--- src/rtl/run_seq_if.sv ---
// Control, status and datapath start/done handshake of the run sequencer.
// The master modport is the sequencer's view. The slave modport is the view of the config block and datapath.
interface run_seq_if #(
    parameter int DLY_W = 16,
    parameter int CNT_W = 8
);
    logic             cfg_done;
    logic             arm;
    logic             abort;
    logic [DLY_W-1:0] start_dly;
    logic [CNT_W-1:0] run_cnt;
    logic             dp_start;
    logic             dp_done;
    logic             busy;
    logic             seq_done;
    logic [CNT_W-1:0] runs_done;
    logic             err_timeout;

    modport master (
        input  cfg_done, arm, abort, start_dly, run_cnt, dp_done,
        output dp_start, busy, seq_done, runs_done, err_timeout
    );

    modport slave (
        output cfg_done, arm, abort, start_dly, run_cnt, dp_done,
        input  dp_start, busy, seq_done, runs_done, err_timeout
    );
endinterface

--- src/rtl/run_sequencer.sv ---
// Waits for configuration, then issues delayed datapath start pulses for run_cnt runs.
// Optional RUN-state timeout is enabled by defining RUN_SEQ_TIMEOUT_EN.
module run_sequencer #(
    parameter int DLY_W     = 16,
    parameter int CNT_W     = 8,
    parameter int TO_W      = 24,
    parameter int TO_CYCLES = 1_000_000
) (
    input  logic      clk,
    input  logic      rst,
    run_seq_if.master bus
);
    typedef enum logic [2:0] {
        S_IDLE, S_WAIT_CFG, S_DELAY, S_START, S_RUN, S_FINISH
    } state_t;

    state_t           state_reg, state_next;
    logic [DLY_W-1:0] dly_reg, dly_next;
    logic [DLY_W-1:0] dly_cnt_reg, dly_cnt_next;
    logic [CNT_W-1:0] tgt_reg, tgt_next;
    logic [CNT_W-1:0] runs_reg, runs_next;
    logic [CNT_W-1:0] runs_inc;

    assign runs_inc = runs_reg + CNT_W'(1);

`ifdef RUN_SEQ_TIMEOUT_EN
    logic [TO_W-1:0] to_cnt_reg, to_cnt_next;
    logic            err_reg, err_next;
    logic            to_hit;

    // to_cnt counts cycles since dp_start. seq_done therefore lands TO_CYCLES after the pulse.
    assign to_hit = (to_cnt_reg == TO_W'(TO_CYCLES - 1));
`endif

    always_ff @(posedge clk) begin
        if (rst) begin
            state_reg   <= S_IDLE;
            dly_reg     <= '0;
            dly_cnt_reg <= '0;
            tgt_reg     <= '0;
            runs_reg    <= '0;
`ifdef RUN_SEQ_TIMEOUT_EN
            to_cnt_reg  <= '0;
            err_reg     <= 1'b0;
`endif
        end else begin
            state_reg   <= state_next;
            dly_reg     <= dly_next;
            dly_cnt_reg <= dly_cnt_next;
            tgt_reg     <= tgt_next;
            runs_reg    <= runs_next;
`ifdef RUN_SEQ_TIMEOUT_EN
            to_cnt_reg  <= to_cnt_next;
            err_reg     <= err_next;
`endif
        end
    end

    always_comb begin
        state_next   = state_reg;
        dly_next     = dly_reg;
        dly_cnt_next = dly_cnt_reg;
        tgt_next     = tgt_reg;
        runs_next    = runs_reg;
`ifdef RUN_SEQ_TIMEOUT_EN
        to_cnt_next  = '0;
        err_next     = err_reg;
`endif
        case (state_reg)
            S_IDLE: begin
                if (bus.arm) begin
                    state_next = S_WAIT_CFG;
                    dly_next   = bus.start_dly;
                    tgt_next   = (bus.run_cnt == '0) ? CNT_W'(1) : bus.run_cnt;
                    runs_next  = '0;
`ifdef RUN_SEQ_TIMEOUT_EN
                    err_next   = 1'b0;
`endif
                end
            end
            S_WAIT_CFG: begin
                if (bus.cfg_done) begin
                    dly_cnt_next = dly_reg;
                    state_next   = (dly_reg == '0) ? S_START : S_DELAY;
                end
            end
            S_DELAY: begin
                if (dly_cnt_reg <= DLY_W'(1))
                    state_next = S_START;
                else
                    dly_cnt_next = dly_cnt_reg - DLY_W'(1);
            end
            S_START: begin
                state_next = S_RUN;
`ifdef RUN_SEQ_TIMEOUT_EN
                to_cnt_next = TO_W'(1);
`endif
            end
            S_RUN: begin
`ifdef RUN_SEQ_TIMEOUT_EN
                to_cnt_next = to_cnt_reg + TO_W'(1);
`endif
                // dp_done is checked before the timeout, so a done in the timeout cycle still counts.
                if (bus.dp_done) begin
                    runs_next = runs_inc;
                    if (runs_inc == tgt_reg) begin
                        state_next = S_FINISH;
                    end else begin
                        dly_cnt_next = dly_reg;
                        state_next   = (dly_reg == '0) ? S_START : S_DELAY;
                    end
                end
`ifdef RUN_SEQ_TIMEOUT_EN
                else if (to_hit) begin
                    err_next   = 1'b1;
                    state_next = S_FINISH;
                end
`endif
            end
            S_FINISH: state_next = S_IDLE;
            default:  state_next = S_IDLE;
        endcase

        if (bus.abort && state_reg != S_IDLE) begin
            state_next = S_IDLE;
            runs_next  = runs_reg;
`ifdef RUN_SEQ_TIMEOUT_EN
            err_next   = err_reg;
`endif
        end
    end

    // An abort suppresses the pulse of the current cycle as well as the following state.
    assign bus.dp_start  = (state_reg == S_START)  && !bus.abort;
    assign bus.seq_done  = (state_reg == S_FINISH) && !bus.abort;
    assign bus.busy      = (state_reg != S_IDLE);
    assign bus.runs_done = runs_reg;
`ifdef RUN_SEQ_TIMEOUT_EN
    assign bus.err_timeout = err_reg;
`else
    assign bus.err_timeout = 1'b0;
`endif
endmodule

--- src/flat_wrapper.sv ---
// flat-port wrapper written by rule: the top's interface ports become plain ports
module run_sequencer_flat 
#(
    parameter int DLY_W     = 16,
    parameter int CNT_W     = 8,
    parameter int TO_W      = 24,
    parameter int TO_CYCLES = 1_000_000
)
  (clk, rst, bus_cfg_done, bus_arm, bus_abort, bus_start_dly, bus_run_cnt, bus_dp_done, bus_dp_start, bus_busy, bus_seq_done, bus_runs_done, bus_err_timeout);
  run_seq_if #(.DLY_W(DLY_W), .CNT_W(CNT_W)) bus_i ();
  input  logic clk;
  input  logic rst;
  input wire logic [$bits(bus_i.cfg_done)-1:0] bus_cfg_done;
  input wire logic [$bits(bus_i.arm)-1:0] bus_arm;
  input wire logic [$bits(bus_i.abort)-1:0] bus_abort;
  input wire logic [$bits(bus_i.start_dly)-1:0] bus_start_dly;
  input wire logic [$bits(bus_i.run_cnt)-1:0] bus_run_cnt;
  input wire logic [$bits(bus_i.dp_done)-1:0] bus_dp_done;
  output wire logic [$bits(bus_i.dp_start)-1:0] bus_dp_start;
  output wire logic [$bits(bus_i.busy)-1:0] bus_busy;
  output wire logic [$bits(bus_i.seq_done)-1:0] bus_seq_done;
  output wire logic [$bits(bus_i.runs_done)-1:0] bus_runs_done;
  output wire logic [$bits(bus_i.err_timeout)-1:0] bus_err_timeout;
  assign bus_i.cfg_done = bus_cfg_done;
  assign bus_i.arm = bus_arm;
  assign bus_i.abort = bus_abort;
  assign bus_i.start_dly = bus_start_dly;
  assign bus_i.run_cnt = bus_run_cnt;
  assign bus_i.dp_done = bus_dp_done;
  assign bus_dp_start = bus_i.dp_start;
  assign bus_busy = bus_i.busy;
  assign bus_seq_done = bus_i.seq_done;
  assign bus_runs_done = bus_i.runs_done;
  assign bus_err_timeout = bus_i.err_timeout;
  run_sequencer #(.DLY_W(DLY_W), .CNT_W(CNT_W), .TO_W(TO_W), .TO_CYCLES(TO_CYCLES)) u_core (.clk(clk), .rst(rst), .bus(bus_i));
endmodule
--- config.mk ---
export PLATFORM = sky130hd
export DESIGN_NAME = run_sequencer_flat
export DESIGN_NICKNAME = d
export VERILOG_FILES = /design/src/rtl/run_seq_if.sv /design/src/rtl/run_sequencer.sv /design/src/flat_wrapper.sv
export SDC_FILE = /design/constraint.sdc
export NUM_CORES = 1
export LEC_CHECK = 0
export BUFFER_PORTS_ARGS = -buffer_cell sky130_fd_sc_hd__buf_2
export CAP_MARGIN = 25
export CORE_MARGIN = 2
export CORE_UTILIZATION = 31
export DETAILED_ROUTE_END_ITERATION = 6
export HOLD_SLACK_MARGIN = 0.1
export MAX_ROUTING_LAYER = met4
export PLACE_DENSITY_LB_ADDON = 0.1
export SYNTH_ARGS = -nofsm -noshare
export SYNTH_HDL_FRONTEND = slang
export SYNTH_SLANG_ARGS = --single-unit
--- constraint.sdc ---
create_clock -name clk -period 2.5 [get_ports clk]
set_input_delay 0.125 -clock clk [delete_from_list [all_inputs] [get_ports clk]]
set_output_delay 0.125 -clock clk [all_outputs]
set_load 0.05 [all_outputs]
==> impl_results.md, run 1 <==
* CTS sink cnt at 51
* Core area at 9150 um2
* Clock transition at path regs at 0.11 ns
* Detailed Route WL at 8960 um
* Hold wc startpoint: bus_dp_done
* Synthesized instance count at 381
* Top Ports at 42
* Net Sw Frac at 0.363
* RSZ-0062 raised after global routing: no
* CP arrival at 2.56 ns
* Area leader, netlist: dfxtp_1
* Die area at 10,100 um2
* Layout fillers at 966
* Syn_nets at 414
* Register share of total power at 0.438
* CTS tree: built
* Finished Core Util at 0.394
* Clk_skew at 0.0144 ns
* Leak at 1.42 nW
* Reg2Reg Depth at 6
* Max incr delay on CP at 0.55 ns
* HP Class: in -> reg
* Synth warn at 0
* Vias in the first global route at 2,892
* Ys async rst share at 0
* Inserted Clock Buffers at 5
* Final Power at 2.12 mW
* R2R Path Start: u_core.dly_cnt_reg[5]$_SDFFE_PP0P_
* Placer Congestion at 0.822
* CP Capture Type: flop
* Initial antenna violation count at 0
* Syn Area/Cell at 7.58 um2
* Unique masters post-synth at 49
* Crit-path slowest cell: or4_1
* WP data required at 2.71 ns
* Peak Freq at 0.425 GHz
* Final setup fails at 0
* Post-synth EDFFs at 0
* Clk_lat worst skew at 0.32 ns
* Die width at 101 um
* Sequential area share after synthesis at 0.353
* Leading post-synthesis cells by cell area: dfxtp_1 (35%), a21oi_1 (9.2%), nand2_1 (8.1%)
* Drt via density at 5.37
* Headroom to the max-slew limit at 0.660
* Most common cell in the netlist: nand2_1
* Drt wl/cell at 16.1 um
* Clock share of power at 0.249
* Worst Tran Pin Value at 0.510 ns
* Area grow syn2layout at 24.8%
* Setup TNS at 0 ns
* Hold Path Depth at 3
* Final Cycle Share at 0.942
* Floorplan die height at 101 um
* P_int at 1.35 mW
* Final Net Count at 476
* First-pass GRT wire length at 15,000 um
* Top cells by count, synth: nand2_1 (62), a21oi_1 (53), dfxtp_1 (51), clkbuf_1 (23), o21ai_0 (23)
* Antenna cells at 0
* Row count at 35
* Critical Path, Cell by Cell: or4_1, or4_1, o32a_4, inv_1, nor4_1, a31o_1
* Comb power frac at 0.313
* #FFs+latches synth at 51
* ANT nets after route at 0
* Flop2flop setup slack at 0.15 ns
* Most used DFF post-synth: dfxtp_1
* FF-to-FF End: u_core.dly_cnt_reg[1]$_SDFFE_PP0P_
* H-Tree Depth at 2
* NetSw at 0.770 mW
* Via count at 2,983
* VDD IR max at 0.271 mV
* Slew Limit Fails at 0
* Period minus WS final at 2.35 ns
* Status: complete, no violations
* Initial Utilization at 0.316
* Crit-path max FO at 14
* 1st-iter DRT viols at 166
* Share of cells above drive strength 1 at 0.173
* Clk buf depth at 2
* Critical path type: reg -> reg
* First-pass detailed-route iteration total at 4
* Pwr/cell area at 587 nW/um2
* Grt ovf at 0
* Max-Cap Viols at 0
* Final hold vios at 0
* Startpoint Class: flop
* Final HPWL from detailed placement at 6310 um
* Post-Syn Area at 2890 um2
* Largest net degree at the start of global routing at 39
* IO Port Bufs at 40
* Most used cell, CP: or4_1
* DRC violations left at 0
* Synth top area share at 0.353
* Clock Tree Root: clkbuf_8
* Tot GR Track Use at 0.192
* Hold Path End: u_core.state_reg[1]$_SDFFE_PP0P_
==> cells in the final DEF (no fill, tap or decap), drive strengths merged, types with 2 or more instances in the layout <==
master	count
a21oi	53
nor2	19
dfxtp	51
and4	3
nand3	4
nor2b	3
nand3b	4
o211ai	11
o2111ai	3
nor4	10
o31ai	14
o21ai	24
nor3b	3
o21a	2
dlygate4sd3	24
nand2	62
a31oi	4
nor3	14
buf	62
o211a	2
or4	5
ha	3
and2	7
and3	4
inv	7
clkbuf	5
a311oi	2
xor2	5
or3	4
xnor2	6
o311ai	2
nand2b	4
a22oi	3
==> how the worst max path moves through the flow <==
| stage | start | to | slack [ns] |
|---|---|---|---|
| 3_5_place_dp | u_core.dly_cnt_reg[5]$_SDFFE_PP0P_ | u_core.dly_cnt_reg[1]$_SDFFE_PP0P_ | 0.17 |
| 3_3_place_gp | u_core.bus.runs_done[0]$_SDFFE_PP0P_ | u_core.dly_cnt_reg[4]$_SDFFE_PP0P_ | 0.17 |
| 6_report | u_core.dly_cnt_reg[5]$_SDFFE_PP0P_ | u_core.dly_cnt_reg[1]$_SDFFE_PP0P_ | 0.15 |
| 5_1_grt | u_core.dly_cnt_reg[5]$_SDFFE_PP0P_ | u_core.dly_cnt_reg[1]$_SDFFE_PP0P_ | 0.02 |
| 2_1_floorplan | u_core.state_reg[2]$_SDFFE_PP0P_ | bus_seq_done | 0.04 |
| 4_1_cts | u_core.dly_cnt_reg[5]$_SDFFE_PP0P_ | u_core.dly_cnt_reg[1]$_SDFFE_PP0P_ | 0.13 |
==> kinds of logic (layout without fill, tap and decap cells) <==
group / count (synthesis) / count (layout) / share of synthesized area
xor+xnor: 12 / 12 / 0.0411
buf+inv: 37 / 100 / 0.0563
other cells: 1 / 1 / 0.00130
fa+ha+maj: 3 / 3 / 0.0130
flops: 51 / 51 / 0.353
simple gates: 151 / 151 / 0.261
compound gates: 126 / 126 / 0.274
==> metrics by stage <==
step / instance area, um2 / worst slack, ns / cells / hold slack (ns)
6_report: 3610 / 0.146 / 555 / 0.146
5_1_grt: 3610 / 0.0199 / 555 / 0.152
4_1_cts: 3600 / 0.135 / 555 / 0.138
3_5_place_dp: 3270 / 0.170 / 523 / 0.372
3_3_place_gp: 3270 / 0.173 / 523 / 0.367
2_1_floorplan: 2890 / 0.0377 / 381 / 0.261
==> layout make-up <==
type / instances / area (um2) / area share
multi-input cells: 293 / 1710 / 0.473
repair buffers: 86 / 618 / 0.171
inverters: 6 / 22.5 / 0.00625
clock inverters: 3 / 27.5 / 0.00763
clock buffers: 5 / 68.8 / 0.0191
well taps: 111 / 139 / 0.0385
flip-flops and latches: 51 / 1020 / 0.284
==> what timing repair did <==
action | in CTS | in global routing
setup buffers | 0 | 0
hold endpoints to repair | 24 | 0
setup endpoints to repair | 0 | 2
hold buffers | 24 | 0
gates resized for setup | 0 | 1
==> routing by layer <==
metal	part of all wire	GRT usage
met1	0.48	0.260
met2	0.46	0.304
met3	0.041	0.0291
met4	0.014	0.0443
met5	0	-
==> critical path, delay by kind of cell, from the launching register on <==
| kind | cells | cell delay (ns) |
|---|---|---|
| AND/OR/NAND/NOR | 3 | 1.10 |
| buffers and inverters | 1 | 0.18 |
| AO/OA/AOI/OAI | 2 | 0.62 |
| flip-flops | 1 | 0.36 |
==> power groups by stage <==
stage	Combinational (mW)	Sequential (mW)	Clock, mW
floorplan	0.437	0.923	0
global placement	0.637	0.945	0
detailed placement	0.631	0.945	0
CTS	0.663	0.926	0.553
global route	0.739	0.936	0.584
finish	0.663	0.927	0.528
No activity file was read; power rests on OpenSTA's default activity.
==> inputs of run 2 (changes only) <==
--- a/config.mk
+++ b/config.mk
@@ -13,6 +13,7 @@
 export HOLD_SLACK_MARGIN = 0.1
 export MAX_ROUTING_LAYER = met4
 export PLACE_DENSITY_LB_ADDON = 0.1
+export SLEW_MARGIN = 20
 export SYNTH_ARGS = -nofsm -noshare
 export SYNTH_HDL_FRONTEND = slang
 export SYNTH_SLANG_ARGS = --single-unit
==> constraint.sdc (replaced) <==
create_clock -name clk -period 2.2 [get_ports clk]
set_input_delay 0.11 -clock clk [delete_from_list [all_inputs] [get_ports clk]]
set_output_delay 0.11 -clock clk [all_outputs]
set_load 0.05 [all_outputs]
==> run 2 against run 1 <==
- the flow now finishes with violations (negative setup slack)
- cell count increased by 3.2%
- first-iteration DRC count grew 8.4%
- utilization up 3.2 points
- fmax rose by 7.0%
- die area unchanged
- flip-flop and latch count unchanged
- critical path depth is 1 higher
- global-route usage rose by 0.19 points
- worst setup slack got worse by 0.15 ns
- worst hold slack got worse by 0.037 ns
- largest power group unchanged
==> impl_results.md, run 2 (synthesis results as in run 1) <==
* Status: finished with violations
* Failing checks: negative setup slack
* RSZ-0062 raised after global routing: yes
* Pwr/cell area at 670 nW/um2
* Drt via density at 5.41
* Layout fillers at 918
* CP arrival at 2.43 ns
* Top Ports at 42
* H-Tree Depth at 2
* VDD IR max at 0.310 mV
* Initial antenna violation count at 0
* Die width at 101 um
* Finished Cell Area at 3900 um2
* Inserted Clock Buffers at 5
* Final setup fails at 1
* Startpoint Class: flop
* Area grow syn2layout at 35.0%
* Worst Tran Pin Value at 0.552 ns
* Slew Limit Fails at 0
* Reg2Reg Depth at 7
* Share of cells above drive strength 1 at 0.255
* Most common cell after layout, fill and taps aside: nand2_1
* Crit-path max FO at 5
* Placer Congestion at 0.887
* Final WS setup at -0.000953 ns
* Period minus WS final at 2.20 ns
* Detailed Route WL at 9370 um
* Placed instance area at 3400 um2
* Drt wl/cell at 16.3 um
* Vias in the first global route at 2,988
* First-pass GRT wire length at 15,200 um
* Floorplan die height at 101 um
* Initial Utilization at 0.316
* Row count at 35
* Place WS at -0.115 ns
* Final Cycle Share at 1.00
* CTS tree: built
* Headroom to the max-slew limit at 0.627
* Critical path type: reg -> reg
* Via count at 3,101
* Max-Cap Viols at 0
* Clk_skew at 0.00806 ns
* CTS sink cnt at 51
* Core area at 9150 um2
* Antenna cells at 0
* HP Class: in -> reg
* ANT nets after route at 0
* Setup TNS at -0.000953 ns
* Worst setup path endpoint: u_core.dly_cnt_reg[15]$_SDFFE_PP0P_
* Flop2flop setup slack at -0.001 ns
* Die area at 10,100 um2
* CP Capture Type: flop
* Largest net degree at the start of global routing at 49
* Grt ovf at 0
* IO Port Bufs at 40
* Final Net Count at 494
* DRC violations left at 0
* Clk buf depth at 2
* Clk_lat worst skew at 0.31 ns
* 1st-iter DRT viols at 180
* Clock Tree Root: clkbuf_8
* Tot GR Track Use at 0.194
* Worst Setup SP: u_core.dly_cnt_reg[7]$_SDFFE_PP0P_
* Clock transition at path regs at 0.11 ns
* WP data required at 2.43 ns
* R2R Path Start: u_core.dly_cnt_reg[7]$_SDFFE_PP0P_
* Most frequent cells in the layout: nand2_1 (62), a21oi_1 (53), dfxtp_1 (43), buf_2 (40), buf_4 (35)
* Leak at 1.53 nW
* FF-to-FF End: u_core.dly_cnt_reg[15]$_SDFFE_PP0P_
* Peak Freq at 0.454 GHz
* Final hold vios at 0
* Final HPWL from detailed placement at 6350 um
* First-pass detailed-route iteration total at 5
## run 2: changes by cell type in the layout (fill, tap and decap cells not counted), sizes merged
cell      previous run  this run
buf                 62        78
bufinv               0         1
clkinvlp             1         0
o21ai               24        25
o32a                 1         2
## run 2: worst max-delay path, stage by stage, from the launching register on
cell     delay, ns
dfxtp_2       0.33
or4_4         0.55
or4_4         0.45
buf_4         0.18
nor2_2        0.12
and4_1        0.21
a21oi_1       0.05
o31ai_1       0.22
## run 2: where the power goes
part / internal (mW) / total (mW) / switching (mW) / leakage, nW
clock: 0.346 / 0.698 / 0.353 / 0.0587
sequential: 0.985 / 1.05 / 0.0654 / 0.420
combinational: 0.367 / 0.865 / 0.498 / 1.05
## run 2: area by class of cell
cell class | count | area [um2] | area share
clock buffers | 5 | 68.8 | 0.0177
clock inverters | 3 | 47.5 | 0.0122
inverters | 6 | 25.0 | 0.00642
multi-input cells | 295 | 1850 | 0.473
flip-flops and latches | 51 | 1040 | 0.266
well taps | 111 | 139 | 0.0356
repair buffers | 102 | 737 | 0.189
## run 2: worst min path at each step
stage                                        to               from  cells after the start
2_1_floorplan   u_core.dly_reg[10]$_SDFFE_PP0P_  bus_start_dly[10]                      2
5_1_grt        u_core.state_reg[1]$_SDFFE_PP0P_        bus_dp_done                      3
4_1_cts        u_core.state_reg[1]$_SDFFE_PP0P_        bus_dp_done                      3
6_report       u_core.state_reg[1]$_SDFFE_PP0P_        bus_dp_done                      3
3_3_place_gp     u_core.dly_reg[8]$_SDFFE_PP0P_   bus_start_dly[8]                      3
3_5_place_dp     u_core.dly_reg[8]$_SDFFE_PP0P_   bus_start_dly[8]                      3
## run 2: routing by layer
metal,GRT usage,wire length (um)
met1,0.257,4340
met2,0.318,4610
met3,0.0250,322
met4,0.0432,90
met5,-,0
## run 2: stage by stage
stage	util	total power, mW	cells	hold WS, ns
final	0.426	2.61	573	0.109
after global routing	0.426	2.76	573	0.127
after CTS	0.416	2.57	573	0.106
after detailed placement	0.371	1.79	537	0.357
after global placement	0.371	1.80	537	0.353
after floorplan	-	1.57	381	0.246
## run 2: what timing repair did
item	CTS	global route
hold endpoints to repair	24	0
hold buffers	24	0
setup endpoints to repair	16	19
setup buffers	2	0
resized for setup	5	19
cloned	2	0
pin swaps	5	6
